## src/rtl/reg_file_16x16_pkg.sv

```systemverilog
// Shared sizing for the 16x16 register file and the slice convention of its
// flattened register bus, used by the operand select muxes.
package reg_file_16x16_pkg;

    localparam int DW   = 16;
    localparam int NREG = 16;
    localparam int AW   = 4;

    // Register idx occupies bits [DW*idx+DW-1 : DW*idx] of the flat bus.
    function automatic logic [DW-1:0] flat_slice(
        input logic [NREG*DW-1:0] flat,
        input logic [AW-1:0]      idx
    );
        return flat[DW*idx +: DW];
    endfunction

endpackage

```

## src/rtl/reg_file_16x16_scoreboard.sv

```systemverilog
// Busy scoreboard: one reservation bit per register, hazard check against
// same-cycle write-back, and set-over-clear update priority.
module reg_scoreboard #(
    parameter int NREG = reg_file_16x16_pkg::NREG,
    parameter int AW   = reg_file_16x16_pkg::AW
) (
    input  logic            clk,
    input  logic            rst,
    input  logic            rd_req,
    input  logic [AW-1:0]   rs1_sel,
    input  logic [AW-1:0]   rs2_sel,
    input  logic            rd_reserve,
    input  logic [AW-1:0]   rd_sel,
    input  logic            wb_en,
    input  logic [AW-1:0]   wb_sel,
    output logic            rd_rdy,
    output logic [NREG-1:0] busy
);

    logic [NREG-1:0] busy_r;
    logic [NREG-1:0] clr_mask_s;
    logic [NREG-1:0] set_mask_s;
    logic [NREG-1:0] eff_busy_s;
    logic            rdy_s;

    // Hazard check on the busy bits as they will look after this write-back.
    always_comb begin
        clr_mask_s = {NREG{1'b0}};
        set_mask_s = {NREG{1'b0}};
        if (wb_en) begin
            clr_mask_s[wb_sel] = 1'b1;
        end else begin
            clr_mask_s = {NREG{1'b0}};
        end
        eff_busy_s = busy_r & ~clr_mask_s;
        rdy_s = ~(eff_busy_s[rs1_sel] | eff_busy_s[rs2_sel] |
                  (rd_reserve & eff_busy_s[rd_sel]));
        // Register 0 is never reserved, so busy[0] stays 0.
        if (rd_req && rdy_s && rd_reserve && (rd_sel != {AW{1'b0}})) begin
            set_mask_s[rd_sel] = 1'b1;
        end else begin
            set_mask_s = {NREG{1'b0}};
        end
    end

    // Scoreboard update: a reservation set wins over a write-back clear.
    always_ff @(posedge clk) begin
        if (rst) begin
            busy_r <= {NREG{1'b0}};
        end else begin
            busy_r <= eff_busy_s | set_mask_s;
        end
    end

    assign rd_rdy = rdy_s;
    assign busy   = busy_r;

endmodule

```

## src/rtl/reg_file_16x16.sv

```systemverilog
// 16x16 register file with zero register, write-back bypass on operand read,
// and a busy scoreboard stalling RAW/WAW hazards.
module reg_file_16x16 #(
    parameter int DW   = reg_file_16x16_pkg::DW,
    parameter int NREG = reg_file_16x16_pkg::NREG,
    parameter int AW   = reg_file_16x16_pkg::AW
) (
    input  logic               clk,
    input  logic               rst,
    input  logic               rd_req,
    input  logic [AW-1:0]      rs1_sel,
    input  logic [AW-1:0]      rs2_sel,
    input  logic               rd_reserve,
    input  logic [AW-1:0]      rd_sel,
    output logic               rd_rdy,
    output logic [DW-1:0]      rs1_data,
    output logic [DW-1:0]      rs2_data,
    output logic               rd_valid,
    input  logic               wb_en,
    input  logic [AW-1:0]      wb_sel,
    input  logic [DW-1:0]      wb_data,
    output logic [NREG-1:0]    busy,
    output logic [NREG*DW-1:0] regs_flat
);
    import reg_file_16x16_pkg::*;

    logic [DW-1:0] regs_r [NREG];
    logic [DW-1:0] rs1_data_r;
    logic [DW-1:0] rs2_data_r;
    logic          rd_valid_r;
    logic [DW-1:0] rs1_byp_s;
    logic [DW-1:0] rs2_byp_s;
    logic          rd_rdy_s;
    logic          accept_s;

    reg_scoreboard #(.NREG(NREG), .AW(AW)) u_scoreboard (
        .clk        (clk),
        .rst        (rst),
        .rd_req     (rd_req),
        .rs1_sel    (rs1_sel),
        .rs2_sel    (rs2_sel),
        .rd_reserve (rd_reserve),
        .rd_sel     (rd_sel),
        .wb_en      (wb_en),
        .wb_sel     (wb_sel),
        .rd_rdy     (rd_rdy_s),
        .busy       (busy)
    );

    assign accept_s = rd_req & rd_rdy_s;
    assign rd_rdy   = rd_rdy_s;

    // Register storage; index 0 is never written and therefore reads 0.
    always_ff @(posedge clk) begin
        if (rst) begin
            for (int i = 0; i < NREG; i++) begin
                regs_r[i] <= {DW{1'b0}};
            end
        end else if (wb_en && (wb_sel != {AW{1'b0}})) begin
            regs_r[wb_sel] <= wb_data;
        end
    end

    for (genvar g = 0; g < NREG; g++) begin : g_flat
        assign regs_flat[DW*g +: DW] = regs_r[g];
    end

    // Operand select muxes with bypass of a same-cycle write-back.
    always_comb begin
        rs1_byp_s = flat_slice(regs_flat, rs1_sel);
        rs2_byp_s = flat_slice(regs_flat, rs2_sel);
        if (wb_en && (wb_sel == rs1_sel) && (rs1_sel != {AW{1'b0}})) begin
            rs1_byp_s = wb_data;
        end else begin
            rs1_byp_s = flat_slice(regs_flat, rs1_sel);
        end
        if (wb_en && (wb_sel == rs2_sel) && (rs2_sel != {AW{1'b0}})) begin
            rs2_byp_s = wb_data;
        end else begin
            rs2_byp_s = flat_slice(regs_flat, rs2_sel);
        end
    end

    // Operand capture on accept; operands hold otherwise.
    always_ff @(posedge clk) begin
        if (rst) begin
            rs1_data_r <= {DW{1'b0}};
            rs2_data_r <= {DW{1'b0}};
            rd_valid_r <= 1'b0;
        end else if (accept_s) begin
            rs1_data_r <= rs1_byp_s;
            rs2_data_r <= rs2_byp_s;
            rd_valid_r <= 1'b1;
        end else begin
            rd_valid_r <= 1'b0;
        end
    end

    assign rs1_data = rs1_data_r;
    assign rs2_data = rs2_data_r;
    assign rd_valid = rd_valid_r;

endmodule

```

## config.mk

```make
export PLATFORM = sky130hd
export DESIGN_NAME = reg_file_16x16
export DESIGN_NICKNAME = d
export VERILOG_FILES = /design/src/rtl/reg_file_16x16_pkg.sv /design/src/rtl/reg_file_16x16_scoreboard.sv /design/src/rtl/reg_file_16x16.sv
export SDC_FILE = /design/constraint.sdc
export NUM_CORES = 1
export LEC_CHECK = 0
export ABC_AREA = 1
export ABC_CLOCK_PERIOD_IN_PS = 2300
export BUFFER_PORTS_ARGS = -buffer_cell sky130_fd_sc_hd__buf_2
export CAP_MARGIN = 10
export CORE_MARGIN = 2
export CORE_UTILIZATION = 43
export DETAILED_ROUTE_END_ITERATION = 12
export PLACE_DENSITY_LB_ADDON = 0.05
export REMOVE_ABC_BUFFERS = 1
export SYNTH_ARGS = -nofsm -noshare
export SYNTH_HDL_FRONTEND = slang
export SYNTH_SLANG_ARGS = --single-unit
```

## constraint.sdc

```tcl
create_clock -name clk -period 2.3 [get_ports clk]
set_input_delay 0.345 -clock clk [delete_from_list [all_inputs] [get_ports clk]]
set_output_delay 0.345 -clock clk [all_outputs]
set_load 0.01 [all_outputs]
```

# Yosys cells after proc, flatten, opt, wreduce, memory -nomap -nowiden
# Memories as Yosys holds them, arrays and structs flattened.
# Cells that the tools add are included.
[word_totals] ff_bits=49 latchBits=0 ramBits=256 romBits=0 input_bits=37 output_inout_bits=306 elab_cells=61 memories=1
[memory_table] memory="regs_r" words=16 word_bits=16 rd=16 rd_clocked_by_memory_dff=0 write_ports=16 line="reg_file_16x16.sv:27" text="logic [DW-1:0] regs_r [NREG];"
[op_classes] add_sub_neg=0 n_mul=0 div=0 n_lt_le_gt_ge=6 n_eq_ne=2 shifts=2 muxes=23 bitwise=8 n_reduce_logical=15
[op_table] operator="variable part select 256 x 9 -> 16 bit" count=2
[op_table] operator="two-way mux 16 bit" count=5
[op_table] operator="< comparator 4 x 5 -> 1 bit, second input constant" count=4
[op_table] operator="AND 16 bit" count=1
[op_table] operator="NOT 16 bit" count=1
[op_table] operator="OR 16 bit" count=1
[op_table] operator="nonzero test 4 bit" count=4
[op_table] operator="OR reduction 16 bit" count=1
[op_table] operator="binary-select mux 1 bit (select 4 bit)" count=3
[op_table] operator="two-way mux 1 bit" count=12
[op_table] operator="logical AND 1 bit" count=10
[op_table] operator="demux 1 bit (select 4 bit)" count=2
[op_table] operator="== test 4 bit" count=2
[op_table] operator=">= comparator 4 x 1 -> 1 bit, second input constant" count=2
[op_table] operator="two-way mux 4 bit" count=1
[op_table] operator="AND 1 bit" count=2
[op_table] operator="OR 1 bit" count=2
[op_table] operator="NOT 1 bit" count=1

# Longest topological paths before layout
[logic_depth] ltp_word=17 ltp_mapped=18 ltp_nobuf=16

# By module
# From an unflattened synthesis, not the netlist that was laid out.
[unflattened] hier_cells=2441 hier_area_um2=17810.8
[modules_own_cells] mod="reg_file_16x16" instances=1 cells_per_inst=2203 area_per_inst_um2=16528.4 seq_area_each_um2=8348.0
[modules_own_cells] mod="reg_scoreboard" instances=1 cells_per_inst=238 area_per_inst_um2=1282.5 seq_area_each_um2=320.3

# Worst setup path before layout
# No wires, ideal clock.
[synth_timing] path_type="input port to flip-flop" startpoint="input port wb_en" endpoint="memory regs_r[10][0], enable pin" setup_ps=372 arrival_time_ps=2136 required_ps=1928 path_slack_ps=-207 stages=8 path_buffers=4 cell_sequence="buf_2 > buf_2 > nand2_1 > nor2_1 > clkbuf_1 > nand3_1 > clkbuf_1 > nand2_1"
[synth_rtl] item="from (decl)" line="reg_file_16x16.sv:19" text="input logic wb_en,"
[synth_rtl] item="to (decl)" line="reg_file_16x16.sv:27"

# Worst setup path after layout
[layout_timing] startpoint="register u_scoreboard.busy_r[9] (netlist: u_scoreboard.busy[9])" endpoint="output port rd_rdy"
[layout_via] elab_chain_len=6 word_cells_on_any_way=11 cone_classes="mux: 6; bitwise: 5"
[layout_lines] item="from (decl)" line="reg_file_16x16_scoreboard.sv:20" text="logic [NREG-1:0] busy_r;"
[layout_lines] item="from (signal assigned)" line="reg_file_16x16_scoreboard.sv:49" text="busy_r <= {NREG{1'b0}};"
[layout_lines] item="from (signal assigned)" line="reg_file_16x16_scoreboard.sv:51" text="busy_r <= eff_busy_s | set_mask_s;"
[layout_lines] item="AND 16 bit (*)" line="reg_file_16x16_scoreboard.sv:35" text="eff_busy_s = busy_r & ~clr_mask_s;"
[layout_lines] item="binary-select mux 1 bit (select 4 bit) (on tied branches)" line="reg_file_16x16_scoreboard.sv:36, reg_file_16x16_scoreboard.sv:37"
[layout_lines] item="two-way mux 1 bit (on tied branches)" line="reg_file_16x16_scoreboard.sv:36, reg_file_16x16_scoreboard.sv:37"
[layout_lines] item="OR 1 bit or AND 1 bit (tied branches)" line="reg_file_16x16_scoreboard.sv:36, reg_file_16x16_scoreboard.sv:37"
[layout_lines] item="OR 1 bit (*)" line="reg_file_16x16_scoreboard.sv:36" text="rdy_s = ~(eff_busy_s[rs1_sel] | eff_busy_s[rs2_sel] |"
[layout_lines] item="NOT 1 bit (*)" line="reg_file_16x16_scoreboard.sv:36"
[layout_lines] item="to (decl)" line="reg_file_16x16.sv:15" text="output logic rd_rdy,"
# Mark *: on every way between the ends. The rest lies on a longest branch, timed or not. The select of a mux whose other input is x is not followed.

==> flow_metrics.py <==
metrics = {
    "die": {
        "die_height_um": 198,
        "die_x_um": 198,
        "pin_count": 343,
        "die_area_um2": 39300,
        "initial_core_util": 0.433,
        "coreArea_um2": 37400,
        "rows": 71,
    },
    "critical_path": {
        "crit_slowest_cell": "dfxtp_1",
        "crit_chain": "nand2_2 > buf_4 > nand2_1 > nand4_1 > nand2_1 > nand3_1 > nor2_2 > nor2_4 > buf_6 > buf_6",
        "cp.required_ns": 1.96,
        "crit_path_start_kind": "flip-flop",
        "worstSetupPathType": "reg -> out",
        "worstPathArrival_ns": 1.85,
        "critPathLaunch": "u_scoreboard.busy[9]",
        "slowest_delay_ns": 0.34,
        "path_max_fanout": 4,
        "reg2reg_from": "u_scoreboard.busy[9]",
        "endpoint_kind": "primary output",
    },
    "cells_and_area": {
        "layout_common_cells": "nor2_1 (409), o21ai_0 (364), buf_2 (335)",
        "final_nets": 2379,
        "layoutNonFillerInstCount": 2879,
        "fin_util": 0.559,
        "final_common_cell": "nor2_1",
        "drive_gt1_frac": 0.256,
        "fin_area_um2": 20900,
        "area_delta_synth_final_pct": 29.0,
    },
    "yosys": {
        "netlist_instances": 1953,
        "synth-simple-area-share": 0.186,
        "synth_cell_types": 29,
        "synth_xor_area_frac": 0.00162,
        "ys_ff_latch": 305,
        "synth_area_um2": 16200,
        "synth_top_family_by_area": "compound AO/OA/AOI/OAI gates",
        "yosysWarnings": 0,
        "synth_mux_area_frac": 0,
        "synthAdderAreaFrac": 0,
        "syn_area_per_cell_um2": 8.30,
        "synth-seq-area-share": 0.535,
        "synth_compound_area_frac": 0.210,
    },
    "power_and_ir_drop": {
        "pwr-share-clk": 0.372,
        "sequentialPowerShare": 0.463,
        "p_per_area_nw_per_um2": 684,
        "combinationalPowerShare": 0.165,
        "power_switching_mw": 4.18,
        "internal_power_mw": 10.1,
        "p_leak_nw": 8.78,
        "switching_share": 0.292,
        "worst_ir_drop_vdd_v": 0.000499,
    },
    "sta": {
        "relSlewSlack": 0.512,
        "drv_slew": 0,
        "setup_viol": 0,
        "fmax_mhz": 456,
        "fin_worst_skew_ns": 0.0173,
        "rsz0062_at_grt": "no",
        "setup_tns_ns": 0,
        "tightest_slew_ns": 0.731,
        "fin_crit_sh": 0.954,
        "hold_viol": 0,
        "finalCriticalPeriod_ns": 2.19,
    },
    "placed_design": {
        "io_buffers": 342,
        "placed_area_um2": 19600,
        "place_inst": 2806,
        "place_congestion": 0.913,
        "post-dp-hpwl_um": 48800,
    },
    "route": {
        "wl_um": 70000,
        "firstDrtPassIters": 6,
        "post_drt_via_cell_ratio": 5.82,
        "drc": 0,
        "num_vias": 16759,
        "drt_iter0_drc": 1813,
        "drt.antenna.violating_nets": 0,
        "wl_per_cell_um": 24.3,
    },
    "clocking": {
        "clock_sinks": 305,
        "cts_buffer_depth": 3,
        "cts_tree": "yes",
        "clkTransAtPathRegs_ns": 0.06,
        "cts_hold_buffers": 0,
        "clock_latency_ns": 0.53,
        "cts_buffers": 35,
        "cts_htree_levels": 2,
        "clockRootBuffer": "clkbuf_16",
    },
    "global_route": {
        "grt_pass1_wl_um": 100000,
        "grt_usage": 0.350,
        "antenna_found_initial": 0,
        "grt_overflow": 0,
        "grt_pass1_vias": 15251,
        "grt_max_degree": 96,
    },
    "worst_hold_path": {
        "worstHoldPathType": "in -> reg",
        "hp-start": "rd_req",
    },
    "job": {
        "maxCapViolations": 0,
    },
    "status": {
        "status": "finished, final reports clean",
    },
}
==> flip-flops by register name, indices dropped and copies added (netlist names) <==
name and cells:
regs_r 256, u_scoreboard.busy 16, rs1_data 16, rs2_data 16, rd_valid 1
==> kinds of logic after synthesis <==
logic type,count (synthesis)
simple gates,745
compound gates,619
buf+inv,280
other cells,1
xor+xnor,3
flops,305
==> cell type report <==
cell class,count,area [um^2]
timing repair buffer,508,3470
sequential,305,8680
inverter,109,412
clock inverter,21,146
multi-input combinational,1383,6640
antenna,1,2.50
fill,3538,16500
tap,511,639
clock buffer,41,918
==> cell usage after synthesis, drive strengths merged <==
cell type | instances | share of area
nand3 | 100 | 0.031
a221oi | 1 | 0.00054
conb | 1 | 0.00023
o211ai | 22 | 0.010
nand4 | 20 | 0.0077
o221ai | 56 | 0.030
nand2 | 205 | 0.048
a31oi | 18 | 0.0069
dfxtp | 49 | 0.061
nor4 | 1 | 0.00039
o22ai | 6 | 0.0023
edfxtp | 256 | 0.47
clkbuf | 136 | 0.032
a21boi | 1 | 0.00046
xnor2 | 1 | 0.00054
clkinv | 2 | 0.00046
o21ai | 364 | 0.11
a21oi | 151 | 0.047
xor2 | 2 | 0.0011
inv | 107 | 0.025
nor2 | 419 | 0.10
buf | 35 | 0.011
==> power groups by stage <==
stage,clock [mW],combinational (mW),sequential [mW]
2_1_floorplan,0,0.827,6.76
3_3_place_gp,0,2.27,6.72
3_5_place_dp,0,2.29,6.71
4_1_cts,5.37,2.31,6.60
5_1_grt,5.59,2.54,6.64
6_report,5.32,2.36,6.61
==> what timing repair did <==
item / CTS / global route
setup buffers: 4 / 6
endpoints found under the setup margin: 1 / 221
pin swaps: 8 / 12
gates resized for setup: 25 / 25
cloned: 0 / 0
==> per-stage QoR <==
step | power (mW) | hold slack, ns | worst slack [ns]
floorplan | 7.58 | 0.414 | -1.23
global placement | 8.99 | 0.447 | -0.539
detailed placement | 9.00 | 0.452 | -0.479
CTS | 14.3 | 0.177 | 0.00816
global route | 14.8 | 0.197 | 0.0116
finish | 14.3 | 0.198 | 0.106
==> per-layer routing <==
metal | global-route usage | routed length [um] | up-vias
li1 | - | - | 7594
met1 | 0.478 | 28000 | 7958
met2 | 0.553 | 32300 | 1050
met3 | 0.0542 | 6790 | 157
met4 | 0.148 | 2850 | 0
met5 | 0 | 0 | -
==> critical path: cells and delay by family (launching register included) <==
family        cells  cell delay, ns
buf+inv           3            0.37
flops             1            0.34
simple gates      7            0.61
==> worst paths after layout <==
path                      endpoint  slack [ns]  depth (start not counted)
min reg2reg            rs1_data[6]        0.46                          2
min          u_scoreboard.busy[15]        0.20                          3
max                         rd_rdy        0.11                         10
max reg2reg           rs2_data[15]        0.33                         14
Power figures use the tool's default switching activity.
